`config.mk`:
```
export PLATFORM = sky130hd
export DESIGN_NAME = regfile_seq_ctrl_flat
export DESIGN_NICKNAME = d
export VERILOG_FILES = /design/src/rtl/regfile_seq_ctrl_if.sv /design/src/rtl/regfile_seq_ctrl.sv /design/src/flat_wrapper.sv
export SDC_FILE = /design/constraint.sdc
export NUM_CORES = 1
export LEC_CHECK = 0
export CORE_ASPECT_RATIO = 0.8
export CORE_UTILIZATION = 34
export DETAILED_ROUTE_END_ITERATION = 10
export PLACE_DENSITY_LB_ADDON = 0.05
export SLEW_MARGIN = 20
export SYNTH_ARGS = -nofsm -noshare
export SYNTH_HDL_FRONTEND = slang
export SYNTH_SLANG_ARGS = --single-unit
```
`constraint.sdc`:
```
create_clock -name clk -period 4.7 [get_ports clk]
set_clock_uncertainty 0.15 [all_clocks]
set_input_delay 0.94 -clock clk [delete_from_list [all_inputs] [get_ports clk]]
set_output_delay 0.94 -clock clk [all_outputs]
set_load 0.01 [all_outputs]
```
`src/rtl/regfile_seq_ctrl_if.sv`:
```
// ============================================================================
// Module      : regfile_seq_ctrl_if
// Description : Control and regfile-port bundle for the Fibonacci-style
//               register-file fill sequencer.
// Revision    : 1.0 - initial release
// ============================================================================
`default_nettype none

interface regfile_seq_ctrl_if #(
  parameter int unsigned AW = 5,
  parameter int unsigned DW = 32
);

  // Requester and ALU side
  logic          start;
  logic          abort;
  logic [AW-1:0] count;
  logic [DW-1:0] init_a;
  logic [DW-1:0] init_b;
  logic          alu_ovf;

  // Register file, ALU control and status
  logic [AW-1:0] r1_addr;
  logic [AW-1:0] r2_addr;
  logic [AW-1:0] r3_addr;
  logic          r3_wr;
  logic          wr_sel;
  logic [DW-1:0] init_data;
  logic [4:0]    alu_op;
  logic [5:0]    state;
  logic          busy;
  logic          done;
  logic          err;
  logic          ovf;

  modport master (
    output start, abort, count, init_a, init_b, alu_ovf,
    input  r1_addr, r2_addr, r3_addr, r3_wr, wr_sel, init_data, alu_op,
    input  state, busy, done, err, ovf
  );

  modport slave (
    input  start, abort, count, init_a, init_b, alu_ovf,
    output r1_addr, r2_addr, r3_addr, r3_wr, wr_sel, init_data, alu_op,
    output state, busy, done, err, ovf
  );

endinterface

`default_nettype wire

```
`src/rtl/regfile_seq_ctrl.sv`:
```
// ============================================================================
// Module      : regfile_seq_ctrl
// Description : Seeds r1/r2 and fills r3..rN with r[k] = r[k-2] + r[k-1].
// Revision    : 1.0 - initial release
// ============================================================================
`default_nettype none

module regfile_seq_ctrl #(
  parameter int unsigned AW      = 5,
  parameter int unsigned DW      = 32,
  parameter logic [4:0]  ALU_ADD = 5'b00001
) (
  input  wire logic         clk,
  input  wire logic         rst,
  regfile_seq_ctrl_if.slave bus
);

  typedef enum logic [5:0] {
    IDLE   = 6'b000001,
    INIT_A = 6'b000010,
    INIT_B = 6'b000100,
    READ   = 6'b001000,
    WRITE  = 6'b010000,
    DONE   = 6'b100000
  } state_e;

  localparam logic [AW-1:0] C_MIN_COUNT = AW'(2);
  localparam logic [AW-1:0] C_K_FIRST   = AW'(3);
  localparam logic [AW-1:0] C_ADDR_R1   = AW'(1);
  localparam logic [AW-1:0] C_ADDR_R2   = AW'(2);

  state_e        state_q, state_d;
  logic [AW-1:0] n_q, n_d;
  logic [AW-1:0] k_q, k_d;
  logic          ovf_q, ovf_d;
  logic          err_q, err_d;

  logic [AW-1:0] r1_addr_w;
  logic [AW-1:0] r2_addr_w;
  logic [AW-1:0] r3_addr_w;
  logic          r3_wr_w;
  logic          wr_sel_w;
  logic [DW-1:0] init_data_w;
  logic [4:0]    alu_op_w;
  logic          busy_w;

  // Next-state logic; abort only matters in the four busy states.
  always_comb begin
    state_d = state_q;
    n_d     = n_q;
    k_d     = k_q;
    ovf_d   = ovf_q;
    err_d   = 1'b0;
    case (state_q)
      IDLE: begin
        if (bus.start) begin
          if (bus.count >= C_MIN_COUNT) begin
            n_d     = bus.count;
            k_d     = C_K_FIRST;
            ovf_d   = 1'b0;
            state_d = INIT_A;
          end else begin
            err_d   = 1'b1;
          end
        end
      end
      INIT_A: begin
        state_d = bus.abort ? IDLE : INIT_B;
      end
      INIT_B: begin
        if (bus.abort) begin
          state_d = IDLE;
        end else if (n_q == C_MIN_COUNT) begin
          state_d = DONE;
        end else begin
          state_d = READ;
        end
      end
      READ: begin
        state_d = bus.abort ? IDLE : WRITE;
      end
      WRITE: begin
        if (bus.abort) begin
          state_d = IDLE;
        end else begin
          if (bus.alu_ovf) begin
            ovf_d = 1'b1;
          end
          if (k_q == n_q) begin
            state_d = DONE;
          end else begin
            k_d     = k_q + AW'(1);
            state_d = READ;
          end
        end
      end
      DONE: begin
        state_d = IDLE;
      end
      default: begin
        state_d = IDLE;
      end
    endcase
  end

  always_ff @(posedge clk) begin
    if (rst) begin
      state_q <= IDLE;
      n_q     <= '0;
      k_q     <= '0;
      ovf_q   <= 1'b0;
      err_q   <= 1'b0;
    end else begin
      state_q <= state_d;
      n_q     <= n_d;
      k_q     <= k_d;
      ovf_q   <= ovf_d;
      err_q   <= err_d;
    end
  end

  // Port decode from the registered state; seeds pass through live so a
  // late change of init_a/init_b is still picked up in its own write cycle.
  always_comb begin
    r1_addr_w   = '0;
    r2_addr_w   = '0;
    r3_addr_w   = '0;
    r3_wr_w     = 1'b0;
    wr_sel_w    = 1'b0;
    init_data_w = '0;
    alu_op_w    = '0;
    case (state_q)
      INIT_A: begin
        r3_addr_w   = C_ADDR_R1;
        wr_sel_w    = 1'b1;
        init_data_w = bus.init_a;
        r3_wr_w     = ~bus.abort;
      end
      INIT_B: begin
        r3_addr_w   = C_ADDR_R2;
        wr_sel_w    = 1'b1;
        init_data_w = bus.init_b;
        r3_wr_w     = ~bus.abort;
      end
      READ: begin
        r1_addr_w   = k_q - AW'(2);
        r2_addr_w   = k_q - AW'(1);
        r3_addr_w   = k_q;
        alu_op_w    = ALU_ADD;
      end
      WRITE: begin
        r1_addr_w   = k_q - AW'(2);
        r2_addr_w   = k_q - AW'(1);
        r3_addr_w   = k_q;
        alu_op_w    = ALU_ADD;
        r3_wr_w     = ~bus.abort;
      end
      default: begin
        r3_wr_w     = 1'b0;
      end
    endcase
  end

  assign busy_w        = (state_q == INIT_A) || (state_q == INIT_B) ||
                         (state_q == READ)   || (state_q == WRITE);

  assign bus.r1_addr   = r1_addr_w;
  assign bus.r2_addr   = r2_addr_w;
  assign bus.r3_addr   = r3_addr_w;
  assign bus.r3_wr     = r3_wr_w;
  assign bus.wr_sel    = wr_sel_w;
  assign bus.init_data = init_data_w;
  assign bus.alu_op    = alu_op_w;
  assign bus.state     = state_q;
  assign bus.busy      = busy_w;
  assign bus.done      = (state_q == DONE);
  assign bus.err       = err_q;
  assign bus.ovf       = ovf_q;

endmodule

`default_nettype wire

```
`src/flat_wrapper.sv`:
```
// flat-port wrapper written by rule: the top's interface ports become plain ports
module regfile_seq_ctrl_flat 
#(
  parameter int unsigned AW      = 5,
  parameter int unsigned DW      = 32,
  parameter logic [4:0]  ALU_ADD = 5'b00001
)
  (clk, rst, bus_start, bus_abort, bus_count, bus_init_a, bus_init_b, bus_alu_ovf, bus_r1_addr, bus_r2_addr, bus_r3_addr, bus_r3_wr, bus_wr_sel, bus_init_data, bus_alu_op, bus_state, bus_busy, bus_done, bus_err, bus_ovf);
  regfile_seq_ctrl_if #(.AW(AW), .DW(DW)) bus_i ();
  input  wire logic clk;
  input  wire logic rst;
  input wire logic [$bits(bus_i.start)-1:0] bus_start;
  input wire logic [$bits(bus_i.abort)-1:0] bus_abort;
  input wire logic [$bits(bus_i.count)-1:0] bus_count;
  input wire logic [$bits(bus_i.init_a)-1:0] bus_init_a;
  input wire logic [$bits(bus_i.init_b)-1:0] bus_init_b;
  input wire logic [$bits(bus_i.alu_ovf)-1:0] bus_alu_ovf;
  output wire logic [$bits(bus_i.r1_addr)-1:0] bus_r1_addr;
  output wire logic [$bits(bus_i.r2_addr)-1:0] bus_r2_addr;
  output wire logic [$bits(bus_i.r3_addr)-1:0] bus_r3_addr;
  output wire logic [$bits(bus_i.r3_wr)-1:0] bus_r3_wr;
  output wire logic [$bits(bus_i.wr_sel)-1:0] bus_wr_sel;
  output wire logic [$bits(bus_i.init_data)-1:0] bus_init_data;
  output wire logic [$bits(bus_i.alu_op)-1:0] bus_alu_op;
  output wire logic [$bits(bus_i.state)-1:0] bus_state;
  output wire logic [$bits(bus_i.busy)-1:0] bus_busy;
  output wire logic [$bits(bus_i.done)-1:0] bus_done;
  output wire logic [$bits(bus_i.err)-1:0] bus_err;
  output wire logic [$bits(bus_i.ovf)-1:0] bus_ovf;
  assign bus_i.start = bus_start;
  assign bus_i.abort = bus_abort;
  assign bus_i.count = bus_count;
  assign bus_i.init_a = bus_init_a;
  assign bus_i.init_b = bus_init_b;
  assign bus_i.alu_ovf = bus_alu_ovf;
  assign bus_r1_addr = bus_i.r1_addr;
  assign bus_r2_addr = bus_i.r2_addr;
  assign bus_r3_addr = bus_i.r3_addr;
  assign bus_r3_wr = bus_i.r3_wr;
  assign bus_wr_sel = bus_i.wr_sel;
  assign bus_init_data = bus_i.init_data;
  assign bus_alu_op = bus_i.alu_op;
  assign bus_state = bus_i.state;
  assign bus_busy = bus_i.busy;
  assign bus_done = bus_i.done;
  assign bus_err = bus_i.err;
  assign bus_ovf = bus_i.ovf;
  regfile_seq_ctrl #(.AW(AW), .DW(DW), .ALU_ADD(ALU_ADD)) u_core (.clk(clk), .rst(rst), .bus(bus_i));
endmodule
```
-- Word level (Yosys, flattened, before mapping)
Cells that the tools add are included.
- register bits: 18
- input bits: 74
- output and inout bits: 64
- logic and storage cells: 64
- add/sub/neg operators: 3
- $lt $le $gt $ge: 1
- equal/unequal tests: 13
- mux-type cells: 27
- bitwise operators: 3
- reduce and logical (&&, ||, !) cells: 12
- operators by type and width (cell ; count):
    32-bit case mux with 2 select lines ; 1
    6-bit 2-to-1 mux ; 6
    5-bit 2-to-1 mux ; 7
    6-bit case mux with 5 select lines ; 1
    5-bit case mux with 3 select lines ; 1
    5-bit case mux with 2 select lines ; 1
    5-bit AND reduction ; 2
    1-bit 2-to-1 mux ; 8
    2-bit != test, second input constant ; 4
    6-bit by 1-bit equality test with 1-bit output, second input constant ; 1
    6-bit by 2-bit equality test with 1-bit output, second input constant ; 1
    6-bit by 3-bit equality test with 1-bit output, second input constant ; 1
    6-bit by 4-bit equality test with 1-bit output, second input constant ; 1
    6-bit by 5-bit equality test with 1-bit output, second input constant ; 1
    6-bit equality test, second input constant ; 1
    3-bit OR reduction ; 2
    5-bit by 1-bit adder with 5-bit output, second input constant ; 1
    5-bit by 2-bit equality test with 1-bit output, second input constant ; 1
    5-bit equality test ; 1
    5-bit by 2-bit >= comparator with 1-bit output, second input constant ; 1
    5-bit by 1-bit subtractor with 5-bit output, second input constant ; 1
    5-bit by 2-bit subtractor with 5-bit output, second input constant ; 1
    2-bit OR reduction ; 2
    1-bit logical OR ; 3
    7 further kinds ; 9

-- Logic depth before layout (Yosys ltp)
- depth after elaboration: 4
- gate-level depth with buffers: 7

-- Least setup slack after synthesis
OpenSTA, ideal clock, no wires.
- kind: register to output
- start: register u_core.state_q[5], in the netlist u_core.bus.state[5]
- end: output port bus_init_data[10]
- arrival: 1771 ps
- slack: 1839 ps
- stages on the path, launching flop included: 5
- buffers on the path: 1
- path through: dfxtp_1 > or4_1 > nor3b_2 > clkbuf_1 > a22o_1
- cells in the longest elaborated chain, start to end: 2
- elaborated cells on any way between the ends: 3
- classes of those cells: eq/ne: 2; mux: 1
- RTL lines (what ; line ; text):
    from (decl) ; regfile_seq_ctrl.sv:32 ; state_e state_q, state_d;
    from (signal assigned) ; regfile_seq_ctrl.sv:114 ; state_q <= state_d;
    6-bit by 3-bit equality test with 1-bit output / 6-bit by 2-bit equality test with 1-bit output (equally long branches) ; regfile_seq_ctrl.sv:132 ; case (state_q)
    32-bit case mux with 2 select lines * ; regfile_seq_ctrl.sv:132 ;
    to (decl) ; flat_wrapper.sv:23 ; output wire logic [$bits(bus_i.init_data)-1:0] bus_init_data;
Mark *: on every way between the ends. The rest lies on a longest branch, timed or not.

-- Worst setup path after layout
- start: register u_core.state_q[5], in the netlist u_core.bus.state[5]
- end: output port bus_r3_wr
- cells in the longest elaborated chain, start to end: 3
- elaborated cells on any way between the ends: 5
- classes of those cells: eq/ne: 3; mux: 1; reduce/logical: 1
- RTL lines (what ; line ; text):
    6-bit by 5-bit equality test with 1-bit output (tied with other cells) ; regfile_seq_ctrl.sv:132 ;
    3-bit OR reduction (no source line) * ; - ;
    1-bit 2-to-1 mux * ; - ;
    to (decl) ; flat_wrapper.sv:21 ; output wire logic [$bits(bus_i.r3_wr)-1:0] bus_r3_wr;
Marked as above.

==> reports/summary.md <==
The number of port buffers was 133; the post-cts sizing count was 0. After clock tree synthesis, the clock-pin slew on the worst setup and hold paths is 0.07 ns. The die span in x works out to 77.7 um. The hold slack is 0.335 ns, and the first-pass detailed-route iteration total is 4. Final setup violation count: 0. The worst min-delay path class is flop to flop. Cells fill 68.6% of the core in the end. For this run, the top clock speed supported by timing is 263 MHz. The kind of capture point of the worst setup path is an output pin. Setup slack on the worst reg-to-reg path comes out at 2.44 ns. The congestion estimate from routability-driven global placement came to 0.860.

The logs give 1.20 ns for the setup slack at placement and 0 for the synthesis warning total. For the first-pass GRT wire length, the log shows 9540 um. In the layout the commonest cells are 133 x clkdlybuf4s50_1, 32 x a22o_1, 19 x nor2_1, 18 x dfxtp_1, 16 x nand2_1. The number of DRC markers in iteration 0 was 58. The repair_antennas step left the layout with diodes totalling 0.

The most used flip-flop cell after synthesis is dfxtp_1. TritonCTS built the clock tree. For the initial antenna violation count, the log shows 0. The average cell area after synthesis is 7.68 sq um. The logs give 381 for the number of standard cells in the final layout excluding fillers and 3.61 ns for the data required time of the critical path.

The placed wire-length estimate after detailed placement is 4780 um. Synthesis inferred 18 register bits. By startpoint and endpoint, the worst setup path is classified as flop to output pin. After detailed routing, the average wire length per cell comes to 16.0 um. The count of nets after finishing was 404. VDD sags by at most 150 uV. The logs give 1829 for the number of global-route vias before repair and 23.1% for the sequential cell area fraction in the yosys report. The region available for standard cell placement spans 0.00428 sq mm. Setup repair after global routing left no endpoint under its margin. The number of max-capacitance violations reported is 0, and the final critical delay including setup and external delays is 3.80 ns.

The number of hold-repair buffers added at the cts stage was 0. The run gives 24.7% as the global-route usage over all layers. The critical path data arrival time came out at 2.71 ns. The number of filler instances in the final layout is 359.

The number of levels in the clock H-tree was 1; the number of rows created at floorplan was 21. The clock reaches the later pin of the worst-skew pair after 0.25 ns. The tools report the number of antenna-violating nets in the routed design as 0.

Summed over all failing endpoints, the final setup total negative slack is 0 ns. The final critical-path setup slack is 0.904 ns. Leaving out fill and tap cells, the most frequent cell in the layout is clkdlybuf4s50_1. At the pin with the least slew margin, the transition time is 0.548 ns.

In the final layout, the share of cells above drive strength 1 is 4.63%. No sink is reached through more buffers than the 2 on the longest clock path. The tools report the final global-route overflow total as 0. Measured along the y axis, the die boundary spans 62.6 um. In the finished design, the share of the clock period the worst path needs comes to 80.8%. For this block, the via count after detailed routing is 1930. After synthesis the cells add up to 0.00156 sq mm.

The number of different library cells used by synthesis comes to 41. The layout overhead on the synthesized area works out to 88.5%. Die footprint: 0.00486 sq mm. The number of sinks driven by the clock tree is 18.

The fraction of registers with async set or reset after synthesis came out at 0%. The synthesized design contains 0 enable-type register cells. The max-slew violation count was 0; the maximum fanout along the worst path was 36. The tree is rooted in a clkbuf_8. The logs give 63.3% for the headroom to the max-slew limit and 0 for the number of setup buffers added after CTS.

Entering global routing, the biggest net connects 37 pins. The run finished with clean final reports. In this run the static leakage power is 0.00112 uW.

Once placement completed, the tool counted placed cells totaling 377. In this run the count of I/O pins placed on the die edge is 138. Synthesis produced a netlist whose cell count is 203. The routed design has 6100 um of wire. Power per cell area: 148 mW/mm^2.

Kind of launch point of the worst setup path: a flop. The run gives 0 as the count of unresolved DRC violations after routing. The vias per cell was 5.07; the initial cell density of the core was 36.4%. The number of hold violations in the final report is 0, and the CTS buffer count is 3.
[per-layer routing]
layer / GRT usage (%) / share of wire [%] / vias up
met2: 41.5 / 46 / 86
met3: 6.28 / 10 / 15
met4: 8.25 / 2.5 / 0
met5: 0 / 0 / -
met1: 30.7 / 42 / 861
li1: - / - / 968
[through the flow]
stage	area [sq um]	total power [uW]
global placement	2880	308
global route	2940	453
CTS	2940	436
finish	2940	434
detailed placement	2880	309
floorplan	1570	226
[Yosys cell counts, drive strengths merged, types with 3 or more instances]
| library cell | n | area (sq um) |
|---|---|---|
| ha | 5 | 62.6 |
| o31ai | 3 | 22.5 |
| nor2 | 20 | 77.6 |
| inv | 7 | 26.3 |
| nand2 | 16 | 60.1 |
| clkbuf | 9 | 33.8 |
| a21oi | 13 | 65.1 |
| xor2 | 4 | 35.0 |
| and2 | 3 | 18.8 |
| nor3 | 9 | 45.0 |
| nand2b | 5 | 31.3 |
| o21ai | 7 | 38.8 |
| nand3 | 5 | 25.0 |
| xnor2 | 7 | 61.3 |
| or4 | 3 | 26.3 |
| or2 | 4 | 25.0 |
| a22o | 32 | 280 |
| buf | 12 | 82.6 |
| dfxtp | 18 | 360 |
| nor4 | 4 | 40.0 |
[cell families (layout without fill, tap and decap cells)]
family | Yosys count | in the layout | share of synthesized area [%]
AOI/OAI and AO/OA | 61 | 61 | 29.6
xor gates and xnor gates | 11 | 11 | 6.18
adders and majority gates | 5 | 5 | 4.01
buffers and inverters | 28 | 146 | 9.15
DFF | 18 | 18 | 23.1
other | 1 | 4 | 0.241
and+or+nand+nor | 79 | 79 | 27.7
[worst paths after layout]
path	startpoint	to	cells after the start
setup / recovery	u_core.bus.state[5]	bus_r3_wr	7
hold / removal	u_core.n_q[3]	u_core.n_q[3]	2
setup reg to reg	u_core.bus.state[1]	u_core.k_q[4]	5
hold reg to reg	u_core.n_q[3]	u_core.n_q[3]	2
[power by group]
group,switching (uW),internal (uW)
logic,49.1,88.1
registers,9.87,159
clock network,53.3,74.5
total,112,321
[area by class of cell]
class | count | area, sq um | share of cell area [%]
clock buffer | 4 | 55.1 | 1.87
sequential | 18 | 360 | 12.3
timing repair buffer | 135 | 1350 | 45.8
multi-input combinational | 160 | 1080 | 36.7
tap | 57 | 71.3 | 2.43
inverter | 7 | 26.3 | 0.894
[worst max-delay path, cell delays in order (launching register included)]
cell,delay (ns)
dfxtp_1,0.36
or4_1,0.64
nor3b_4,0.21
buf_4,0.37
or2_2,0.19
nor2_1,0.04
nor2_1,0.10
clkdlybuf4s50_1,0.54
[flip-flops by register name, summed over array words and instances (netlist names)]
signal            flops
u_core.bus.ovf        1
u_core.bus.state      6
u_core.k_q            5
u_core.bus.err        1
u_core.n_q            5
Power figures use the tool's default switching activity.
